==> config.mk <==
export PLATFORM = sky130hd
export DESIGN_NAME = elastic_stage_reg
export DESIGN_NICKNAME = d
export VERILOG_FILES = /design/src/rtl/pipe_pkg.sv /design/src/rtl/elastic_stage_reg.sv
export SDC_FILE = /design/constraint.sdc
export NUM_CORES = 1
export LEC_CHECK = 0
export CAP_MARGIN = 20
export CORE_ASPECT_RATIO = 1.4
export CORE_MARGIN = 1.5
export CORE_UTILIZATION = 51
export DETAILED_ROUTE_END_ITERATION = 8
export PLACE_DENSITY = 0.81
export SLEW_MARGIN = 10
export SYNTH_ARGS = -nofsm -noshare
export SYNTH_HDL_FRONTEND = slang
export SYNTH_SLANG_ARGS = --single-unit
==> constraint.sdc <==
create_clock -name clk -period 5.9 [get_ports clk]
set_input_delay 0.885 -clock clk [delete_from_list [all_inputs] [get_ports clk]]
set_output_delay 0.885 -clock clk [all_outputs]
set_load 0.02 [all_outputs]
==> src/rtl/pipe_pkg.sv <==
// Shared definitions for elastic pipeline stage registers.
package pipe_pkg;

    localparam int unsigned LEVEL_W = 2;

    // Fill bit for the default FLUSH_VAL of any stage width.
    localparam logic FLUSH_FILL = 1'b0;

    // Encodings equal the number of held entries, so level is the state itself.
    typedef enum logic [LEVEL_W-1:0] {
        ST_EMPTY = 2'd0,
        ST_FULL  = 2'd1,
        ST_SKID  = 2'd2
    } state_t;

endpackage

==> src/rtl/elastic_stage_reg.sv <==
// Width-configurable pipeline stage register with valid/ready handshake,
// freeze/flush control and an optional two-entry skid buffer.
module elastic_stage_reg
    import pipe_pkg::*;
#(
    parameter int unsigned       DATA_W    = 64,
    parameter int unsigned       SKID      = 1,
    parameter logic [DATA_W-1:0] FLUSH_VAL = {DATA_W{FLUSH_FILL}}
) (
    input  logic               clk,
    input  logic               rst,
    input  logic               freeze,
    input  logic               flush,
    input  logic               in_valid,
    output logic               in_ready,
    input  logic [DATA_W-1:0]  in_data,
    output logic               out_valid,
    input  logic               out_ready,
    output logic [DATA_W-1:0]  out_data,
    output logic [LEVEL_W-1:0] level
);

    state_t              state_q, state_d;
    logic [DATA_W-1:0]   main_q, main_d;
    logic [DATA_W-1:0]   skid_q;
    logic                in_fire, out_fire;

    assign out_valid = (state_q != ST_EMPTY);
    assign out_data  = main_q;
    assign level     = state_q;
    assign out_fire  = out_valid & out_ready & ~freeze;
    assign in_fire   = in_valid & in_ready;

    generate
        if (SKID != 0) begin : g_skid
            logic skid_load;

            // Ready depends only on the state flop, cutting the out_ready path.
            assign in_ready  = (state_q != ST_SKID) & ~freeze & ~flush;
            assign skid_load = (state_q == ST_FULL) & in_fire & ~out_fire;

            always_ff @(posedge clk or posedge rst) begin
                if (rst) begin
                    skid_q <= FLUSH_VAL;
                end else if (skid_load) begin
                    skid_q <= in_data;
                end
            end
        end else begin : g_noskid
            assign in_ready = ((state_q == ST_EMPTY) | out_ready) & ~freeze & ~flush;
            assign skid_q   = FLUSH_VAL;
        end
    endgenerate

    always_comb begin
        state_d = state_q;
        main_d  = main_q;
        if (flush) begin
            state_d = ST_EMPTY;
            main_d  = FLUSH_VAL;
        end else if (!freeze) begin
            case (state_q)
                ST_EMPTY: begin
                    if (in_fire) begin
                        state_d = ST_FULL;
                        main_d  = in_data;
                    end
                end
                ST_FULL: begin
                    if (in_fire && out_fire) begin
                        main_d = in_data;
                    end else if (in_fire && (SKID != 0)) begin
                        state_d = ST_SKID;
                    end else if (out_fire) begin
                        state_d = ST_EMPTY;
                        main_d  = FLUSH_VAL;
                    end
                end
                ST_SKID: begin
                    if (out_fire) begin
                        state_d = ST_FULL;
                        main_d  = skid_q;
                    end
                end
                default: begin
                    state_d = ST_EMPTY;
                    main_d  = FLUSH_VAL;
                end
            endcase
        end
    end

    always_ff @(posedge clk or posedge rst) begin
        if (rst) begin
            state_q <= ST_EMPTY;
            main_q  <= FLUSH_VAL;
        end else begin
            state_q <= state_d;
            main_q  <= main_d;
        end
    end

endmodule
Yosys cells after proc, flatten, opt, wreduce, memory -nomap -nowiden
Index checks and enable logic that the tools add are counted.
{ "word_totals": {"ff_bits": 130, "latch_bits": 0, "ramBits": 0, "rom_bits": 0, "in_bits": 70, "output_inout_bits": 68, "wordCells": 44, "n_memories": 0} }
{ "op_classes": {"add_sub_neg": 0, "multipliers": 0, "div_mod_pow": 0, "order_cmp": 0, "n_eq_ne": 10, "shift": 0, "mux": 16, "bitwise_logic": 10, "reduce_logical": 5} }
{ "op_table": {"columns": ["operator", "count"], "rows": [
  ["64-bit two-way mux", 7],
  ["64-bit case mux with 3 select lines", 1],
  ["2-bit two-way mux", 7],
  ["5-bit AND reduction", 2],
  ["3-bit != test, second input constant", 3],
  ["4-bit by 3-bit != test with 1-bit output, second input constant", 2],
  ["1-bit AND", 7],
  ["2-bit case mux with 3 select lines", 1],
  ["4-bit != test, second input constant", 1],
  ["1-bit NOT", 3],
  ["2-bit by 1-bit == test with 1-bit output, second input constant", 1],
  ["2-bit == test, second input constant", 1],
  ["2-bit logical NOT", 1],
  ["2-bit by 1-bit != test with 1-bit output, second input constant", 1],
  ["2-bit != test, second input constant", 1],
  ["2-bit nonzero test", 1],
  ["1-bit logical AND", 1]
]} }

Longest topological paths before layout
{ "logic_depth": {"ltp_word": 9, "ltp_mapped": 6} }

Worst setup path before layout
Ideal clock, no wire load.
{ "synth_path": {"path_type": "flip-flop to output port", "startpoint": "reg state_q[0], in the netlist level[0]", "endpoint": "out out_valid", "arrival_time_ns": 1.396, "setup_slack_ns": 3.619, "stages_incl_launch_ff": 5, "n_path_buf": 3, "cell_sequence": "dfrtp_1 > buf_6 > clkbuf_1 > clkbuf_1 > or2_1"} }
{ "synth_via": {"elab_chain_cells": 1} }
{ "synth_lines": {"columns": ["element", "line_no", "rtl"], "rows": [
  ["from (decl)", "elastic_stage_reg.sv:23", "state_t state_q, state_d;"],
  ["from (signal assigned)", "elastic_stage_reg.sv:98", "state_q <= state_d;"],
  ["2-bit nonzero test", "elastic_stage_reg.sv:28", "assign out_valid = (state_q != ST_EMPTY);"],
  ["to (decl)", "elastic_stage_reg.sv:17", "output logic out_valid,"]
]} }
No other way between the ends.

Worst setup path after layout
{ "layout_path": {"startpoint": "in freeze", "endpoint": "out in_ready"} }
{ "layout_via": {"elab_chain_cells": 3} }
{ "layout_lines": {"columns": ["element", "line_no", "rtl"], "rows": [
  ["from (decl)", "elastic_stage_reg.sv:12", "input logic freeze,"],
  ["1-bit NOT", "elastic_stage_reg.sv:39", "assign in_ready = (state_q != ST_SKID) & ~freeze & ~flush;"],
  ["1-bit AND (2 in a row)", "elastic_stage_reg.sv:39", null],
  ["to (decl)", "elastic_stage_reg.sv:15", "output logic in_ready,"]
]} }
No other way between the ends.

==> impl_metrics.json <==
{
  "path_max_fanout": 8,
  "detail_route.iter0.violations": 219,
  "worst_pin_slew_ps": 946.3,
  "post_cts_resized": 0,
  "placed_area_um2": 7518,
  "layout_min_cycle_time_ps": 3156,
  "firstDrtPassIters": 6,
  "num-nets-final": 647,
  "numPortBuffers": 137,
  "root_buffer": "clkbuf_16",
  "grt_usage": 0.2368,
  "finalNonFillerCells": 736,
  "drive_gt1_frac": 0.07470,
  "area_growth_pct": 33.42,
  "crit_cells": 3,
  "row_count": 47,
  "syn_inst": 454,
  "leakagePower_nw": 3.474,
  "tns_ps": 0,
  "power_density_nw_per_um2": 297.0,
  "synth_nets": 524,
  "core_area_um2": 11760,
  "endpoint_kind": "output pin",
  "placed_cells": 702,
  "max_slew_margin": 0.3692,
  "cts.sinks": 130,
  "drtAntennaViolNets": 0,
  "fmax_mhz": 316.9,
  "crit_arrival_ps": 2270,
  "setup_viol": 0,
  "grt_max_degree": 82,
  "setup.worst_path.start": "freeze",
  "die_x_um": 95.65,
  "cts-hold-fix-buffers": 0,
  "io_pins": 138,
  "avgSynthCellArea_um2": 13.50,
  "hold_viol_final": 0,
  "slowest_delay_ps": 630,
  "overflow": 0,
  "finalInstanceArea_um2": 8177,
  "grt_first_pass_wirelength_um": 23250,
  "critPathCapture": "in_ready",
  "grt_pass1_vias": 4627,
  "crit_buf_inv": 2,
  "outcome": "complete, no violations",
  "slowest_stage": "clkdlybuf4s50_1",
  "required_ps": 5020,
  "vias": 4483,
  "ys_seq_area_frac": 0.5308,
  "crit_path_start_kind": "input port",
  "diodes": 0,
  "path_cells": "clkdlybuf4s50_1, nor3_1, clkdlybuf4s50_1",
  "clk_path_buf_depth": 2,
  "hp-start": "skid_q[39]",
  "cts_buffers": 17,
  "gp_congestion": 0.8180,
  "post_cts_buffers": 0,
  "r2r_start": "level[0]",
  "regToRegSetupSlack_ps": 3550,
  "rsz0062_at_grt": "no",
  "drv_slew": 0,
  "cp_top_family": "buffers and inverters",
  "power_w": 0.002428,
  "cts_tree": "done",
  "clock_latency_ps": 400,
  "die_h_um": 132.7,
  "ys_warn_count": 0,
  "ys_types": 26,
  "yosys_register_bits": 130,
  "die_area_um2": 12690,
  "finalCritPeriodShare": 0.5349,
  "fillers": 855,
  "dp_hpwl_um": 8805,
  "clk_pin_slew_ps": 60,
  "antenna_found_initial": 0,
  "synth_area_um2": 6128,
  "r2r_cells": 6,
  "vias_per_cell": 6.091,
  "cpMostUsedCell": "clkdlybuf4s50_1",
  "drc": 0,
  "drt_wl_total_um": 14520,
  "hold_path_class": "register to register",
  "timing.rr.end": "out_data[5]",
  "cap_violations": 0,
  "wl_per_cell_um": 19.73,
  "ir_drop_mv": 0.2065,
  "crit_type": "input port to output pin",
  "h-tree-depth": 4,
  "start_util": 0.5211,
  "hold_slack_ps": 489.7,
  "fin_skew_ps": 9.003
}
==> layout by cell type, fill, tap and decap left out, drive strengths merged, types with 2 or more instances in the layout <==
cell type / n
o2bb2ai: 64
dfrtp: 130
bufinv: 3
a22o: 64
mux2i: 64
o21ai: 2
clkinvlp: 2
buf: 10
clkinv: 6
nor2b: 2
a21oi: 4
mux2: 65
clkbuf: 20
clkdlybuf4s50: 137
or2: 2
nor3: 2
nor2: 3
==> through the flow <==
| stage | utilization | worst slack [ps] |
|---|---|---|
| 2_1_floorplan | - | 1546 |
| 3_3_place_gp | 0.6393 | 2329 |
| 3_5_place_dp | 0.6393 | 2256 |
| 4_1_cts | 0.6882 | 2377 |
| 5_1_grt | 0.6952 | 2617 |
| 6_report | 0.6952 | 2744 |
==> Yosys cell counts <==
cell | instances | share of area
a32o_1 | 1 | 0.0016
or2_1 | 2 | 0.0020
or4b_1 | 1 | 0.0016
a21oi_4 | 1 | 0.0027
nand2b_1 | 1 | 0.0010
o21ai_1 | 1 | 0.00082
inv_1 | 1 | 0.00061
a211o_1 | 1 | 0.0014
a21oi_1 | 3 | 0.0024
buf_2 | 11 | 0.0090
mux2_1 | 65 | 0.12
nor2b_1 | 2 | 0.0020
buf_6 | 7 | 0.013
o2bb2ai_1 | 64 | 0.091
clkbuf_1 | 19 | 0.012
a22o_1 | 64 | 0.091
nand4b_1 | 1 | 0.0014
o21ai_0 | 1 | 0.00082
buf_1 | 6 | 0.0037
nor2_1 | 3 | 0.0018
mux2i_1 | 64 | 0.10
dfrtp_1 | 130 | 0.53
and3_1 | 1 | 0.0010
xor2_1 | 1 | 0.0014
nor3_1 | 2 | 0.0016
nand2_1 | 1 | 0.00061
==> where the power goes <==
part | total [W] | switching, W | internal, W
clock network | 0.00103 | 0.000371 | 0.000658
logic | 0.000347 | 0.000166 | 0.000180
registers | 0.00105 | 0.0000571 | 0.000996
==> layout make-up <==
cell class	count	area, um^2	area share
flip-flops and latches	130	3258	0.3985
clock inverters	11	138.9	0.01699
multi-input cells	280	2646	0.3236
well taps	147	183.9	0.02249
inverters	1	6.256	0.0007651
clock buffers	20	436.7	0.05340
repair buffers	147	1506	0.1842
==> per-layer routing <==
metal,wire length (um),vias up,global-route usage,share of wire
li1,-,2010,-,-
met5,0,-,0,0
met4,379,0,0.1005,0.026
met2,7750,136,0.3959,0.53
met1,5788,2310,0.2889,0.40
met3,604,27,0.05287,0.042
==> kinds of logic after synthesis <==
group,synth area share
multiplexers,0.2240
flip-flops,0.5308
buffers and inverters,0.03777
AND/OR/NAND/NOR,0.01327
XOR/XNOR,0.001429
AO/OA/AOI/OAI,0.1927
==> state kept, by name, summed over array words and instances (netlist names) <==
signal and count:
skid_q 64, level 2, out_data 64
==> worst min-delay path by stage <==
stage	endpoint	slack (ps)	cells past startpoint
3_5_place_dp	skid_q[32]	480	1
6_report	skid_q[39]	490	1
4_1_cts	skid_q[32]	490	1
2_1_floorplan	skid_q[46]	460	1
3_3_place_gp	skid_q[25]	470	1
5_1_grt	skid_q[39]	500	1
No activity file was read; power rests on OpenSTA's default activity.
